## src/rtl/inv_mix_column.sv

```systemverilog
// Byte-serial AES InvMixColumns stage: gathers a 4-byte column, multiplies it by the
// inverse MDS matrix {0e,0b,0d,09} (or passes it through on bypass blocks), and streams it out.
module inv_mix_column (
    input  logic       clk,
    input  logic       rst,
    input  logic       in_valid,
    output logic       in_ready,
    input  logic [7:0] data_in,
    input  logic       bypass,
    output logic       out_valid,
    input  logic       out_ready,
    output logic [7:0] data_out,
    output logic       out_last
);

    typedef enum logic [1:0] {LOAD, COMPUTE, SEND} state_t;

    state_t     state_q, state_d;
    logic [1:0] row_cnt_q, row_cnt_d;
    logic [1:0] col_cnt_q, col_cnt_d;
    logic       blk_bypass_q, blk_bypass_d;
    logic [7:0] a_q [4];
    logic [7:0] b_q [4];
    logic [7:0] mul9 [4];
    logic [7:0] mulb [4];
    logic [7:0] muld [4];
    logic [7:0] mule [4];
    logic [7:0] mix  [4];
    logic       in_fire;

    function automatic logic [7:0] xt(input logic [7:0] v);
        return {v[6:0], 1'b0} ^ (v[7] ? 8'h1b : 8'h00);
    endfunction

    assign in_fire = in_valid && (state_q == LOAD);

    genvar gi;
    generate
        for (gi = 0; gi < 4; gi++) begin : g_byte
            logic [7:0] x2, x4, x8;
            assign x2 = xt(a_q[gi]);
            assign x4 = xt(x2);
            assign x8 = xt(x4);
            assign mul9[gi] = x8 ^ a_q[gi];
            assign mulb[gi] = x8 ^ x2 ^ a_q[gi];
            assign muld[gi] = x8 ^ x4 ^ a_q[gi];
            assign mule[gi] = x8 ^ x4 ^ x2;
        end

        // Row i of the circulant matrix picks 0e/0b/0d/09 from a rotated column.
        for (gi = 0; gi < 4; gi++) begin : g_mix
            assign mix[gi] = mule[gi] ^ mulb[(gi + 1) % 4]
                           ^ muld[(gi + 2) % 4] ^ mul9[(gi + 3) % 4];

            always_ff @(posedge clk or negedge rst) begin
                if (!rst) begin
                    a_q[gi] <= 8'h00;
                    b_q[gi] <= 8'h00;
                end else begin
                    if (in_fire && (row_cnt_q == 2'(gi)))
                        a_q[gi] <= data_in;
                    if (state_q == COMPUTE)
                        b_q[gi] <= blk_bypass_q ? a_q[gi] : mix[gi];
                end
            end
        end
    endgenerate

    always_ff @(posedge clk or negedge rst) begin
        if (!rst) begin
            state_q      <= LOAD;
            row_cnt_q    <= 2'd0;
            col_cnt_q    <= 2'd0;
            blk_bypass_q <= 1'b0;
        end else begin
            state_q      <= state_d;
            row_cnt_q    <= row_cnt_d;
            col_cnt_q    <= col_cnt_d;
            blk_bypass_q <= blk_bypass_d;
        end
    end

    always_comb begin
        state_d      = state_q;
        row_cnt_d    = row_cnt_q;
        col_cnt_d    = col_cnt_q;
        blk_bypass_d = blk_bypass_q;
        in_ready     = 1'b0;
        out_valid    = 1'b0;
        case (state_q)
            LOAD: begin
                in_ready = 1'b1;
                if (in_valid) begin
                    // Only the first byte of a block decides whether the block is mixed.
                    if (row_cnt_q == 2'd0 && col_cnt_q == 2'd0)
                        blk_bypass_d = bypass;
                    row_cnt_d = row_cnt_q + 2'd1;
                    if (row_cnt_q == 2'd3)
                        state_d = COMPUTE;
                end
            end
            COMPUTE: state_d = SEND;
            SEND: begin
                out_valid = 1'b1;
                if (out_ready) begin
                    row_cnt_d = row_cnt_q + 2'd1;
                    if (row_cnt_q == 2'd3) begin
                        col_cnt_d = col_cnt_q + 2'd1;
                        state_d   = LOAD;
                    end
                end
            end
            default: state_d = LOAD;
        endcase
    end

    assign data_out = b_q[row_cnt_q];
    assign out_last = out_valid && (col_cnt_q == 2'd3) && (row_cnt_q == 2'd3);

endmodule

```

## config.mk

```make
export PLATFORM = sky130hd
export DESIGN_NAME = inv_mix_column
export DESIGN_NICKNAME = d
export VERILOG_FILES = /design/src/rtl/inv_mix_column.sv
export SDC_FILE = /design/constraint.sdc
export NUM_CORES = 1
export LEC_CHECK = 0
export CAP_MARGIN = 10
export CORE_MARGIN = 5
export CORE_UTILIZATION = 60
export DETAILED_ROUTE_END_ITERATION = 12
export GPL_ROUTABILITY_DRIVEN = 1
export GPL_TIMING_DRIVEN = 1
export PLACE_DENSITY_LB_ADDON = 0.2
export RECOVER_POWER = 25
export REMOVE_ABC_BUFFERS = 1
export SLEW_MARGIN = 20
export SYNTH_ARGS = -nofsm -noshare
export SYNTH_HDL_FRONTEND = slang
export SYNTH_SLANG_ARGS = --single-unit
```

## constraint.sdc

```tcl
create_clock -name clk -period 6.65 [get_ports clk]
set_clock_uncertainty 0.1 [all_clocks]
set_input_delay 1.995 -clock clk [delete_from_list [all_inputs] [get_ports clk]]
set_output_delay 1.995 -clock clk [all_outputs]
set_load 0.01 [all_outputs]
```

==> impl_metrics.ini <==
[clock_tree]
path_clk_slew_ns = 0.09
cts_buffers = 9
postCtsHoldBufs = 0
cts-root-buf = clkbuf_8
clk_latency_ns = 0.37
htree_levels = 3
cts_setup_buffers = 0
cts_tree = built
clock_sinks = 71
ctsResizeCount = 0
clk_path_buf_depth = 2

[global_routing]
grt_pass1_wl_mm = 18.69
overflow = 0
grt_pass1_vias = 3338
grt_max_degree = 66
grtUsageTotal = 0.2218
antenna_found_initial = 0

[setup_path]
worstSetupStartpointType = register
cp-end-kind = output pin
crit_chain = mux4_2 > clkdlybuf4s50_1
crit_arrival_ns = 2.29
critPathMaxFanout = 11
slowest_delay_ns = 0.85
worstPathRequired_ns = 4.55
crit_type = reg2out
critPathSlowestCell = dfrtp_1

[synthesis]
synth_area_leaders = dfrtp_1 (32%), xnor2_1 (18%), xnor3_1 (13%), mux2_2 (6.9%), mux4_2 (3.3%)
synth.distinct_cells = 32
yosys_most_used_dff = dfrtp_1
synth.area.mux_share = 0.1292
syn_area_per_cell_sq_um = 11.87
synth_commonest_cells = xnor2_1 (111), dfrtp_1 (71), mux2_2 (34)
synth_top_family_by_area = XOR/XNOR gates
netlist_area_sq_um = 5519
netlist_instances = 465
ys_warn_count = 0
synthAdderAreaFrac = 0.01360
seq_area_frac_synth = 0.3219
synth-edff-count = 0
synth_compound_area_frac = 0.05781
async_flop_share = 1.000
synth_top_area_share = 0.3219
yosysTopAreaCell = dfrtp_1
synthXorXnorAreaFrac = 0.3927
ys_ff_latch = 71
synth_most_common_cell = xnor2_1
synth_simple_gate_area_share = 0.04058

[final_layout]
area_delta_synth_final_pct = 5.736
diodes = 0
nets = 475
fill_cells = 748
layout-drive-gt1-share = 0.1627
final_area_sq_um = 5836

[routing]
post_drt_wl_per_cell_microns = 20.26
first_pass_iters = 4
via_per_inst = 5.661
ant_nets = 0
drtIter0Drc = 236
met1Wirelength_mm = 5.389
drcViolationCount = 0
met2_length_mm = 5.548
wl_met3_microns = 481
top_layer = met4
postRouteWirelength_mm = 11.59
vias = 3238

[timing]
finalSetupViolCount = 0
drv_slew = 32
rsz0062_at_grt = false
fin_setup_tns_ns = 0
hold_ws_ns = 0.3900
finalCritPeriodShare = 0.6599
min_period_ns = 4.388
finalHoldViolCount = 0
fmax_ghz = 0.2279
relSlewSlack = -0.1288
worstMarginPinSlew_ns = 1.693

[floorplan]
num_rows = 35
die_w_microns = 105.9
io_pins = 24
start_util = 0.6059
core_area_sq_um = 9109
die_h_microns = 105.9
fp.dieArea_sq_um = 11220

[outcome]
outcome = complete, but fails checks
violations = max-capacitance violations, max-slew violations

[place]
place_area_sq_um = 5678
place_hpwl_mm = 8.455
io_buffers = 23
place.gp.congestion = 0.9216

[flow_run]
maxCapViolations = 1

[worst_hold_path]
hold_path.class = reg2reg
[final cells by class]
type | count | area [sq um] | share of cell area
clock buffer | 9 | 123.9 | 0.02123
clock inverter | 7 | 61.31 | 0.01051
inverter | 4 | 15.01 | 0.002573
multi-input combinational | 345 | 3480 | 0.5963
sequential | 71 | 1778 | 0.3047
tap | 111 | 138.9 | 0.02380
timing repair buffer | 25 | 239.0 | 0.04095
[state kept, by name (all words and copies together), names as in the netlist]
signal,count
a_q,32
blk_bypass_q,1
row_cnt_q,2
state_q,2
b_q,32
col_cnt_q,2
[worst paths after layout]
kind / slack [ns] / startpoint / endpoint / cells after the start
min reg2reg: 0.39 / b_q[13] / b_q[13] / 1
max reg2reg: 3.66 / a_q[7] / b_q[3] / 6
min in group asynchronous: 1.96 / rst / b_q[29] / 1
max in group asynchronous: 3.16 / rst / blk_bypass_q / 2
min: 0.39 / b_q[13] / b_q[13] / 1
max: 2.26 / row_cnt_q[0] / data_out[6] / 2
[metrics by stage]
step                cells    util  worst slack [ns]
floorplan             420       -             3.339
global placement      556  0.6234             2.621
detailed placement    556  0.6234             2.608
CTS                   572  0.6437             2.197
global route          572  0.6407             2.114
finish                572  0.6407             2.262
[kinds of logic after synthesis]
group / after synthesis
AO/OA/AOI/OAI: 51
AND/OR/NAND/NOR: 54
XOR/XNOR: 177
multiplexers: 57
buffers and inverters: 49
flip-flops: 71
adder cells (fa/ha/maj): 6
[critical path: cells and delay by family (launching register included)]
| family | cells | cell delay, ns |
|---|---|---|
| buffers and inverters | 1 | 0.49 |
| flip-flops | 1 | 0.85 |
| multiplexers | 1 | 0.58 |
[routing by layer]
layer	vias to the layer above	global-route usage
met3	17	0.04250
met2	67	0.3465
met5	-	0
met4	0	0.06383
met1	1623	0.3178
li1	1531	-
[placed cells by master (no fill, tap or decap)]
cell type	n
xnor2_1	112
dfrtp_1	70
mux2_2	34
xnor3_1	32
nor2_1	31
a21oi_1	28
clkdlybuf4s50_1	22
xor2_1	18
mux2i_1	15
nand2_1	14
o21a_1	10
clkbuf_8	9
mux4_2	8
o211ai_1	8
xnor2_2	7
ha_1	6
and3_1	5
inv_1	4
xor3_1	4
xor2_2	3
inv_6	3
o211ai_2	2
clkinvlp_4	2
buf_4	2
nor2b_1	1
nor2b_4	1
xnor3_2	1
nand2b_1	1
a31oi_1	1
a21o_1	1
o21ai_0	1
nand3_1	1
dfrtp_2	1
inv_8	1
clkinv_4	1
clkbuf_1	1
Power is not shown: default switching activity piles up to over one toggle a cycle in this logic, so the estimate is an artifact.
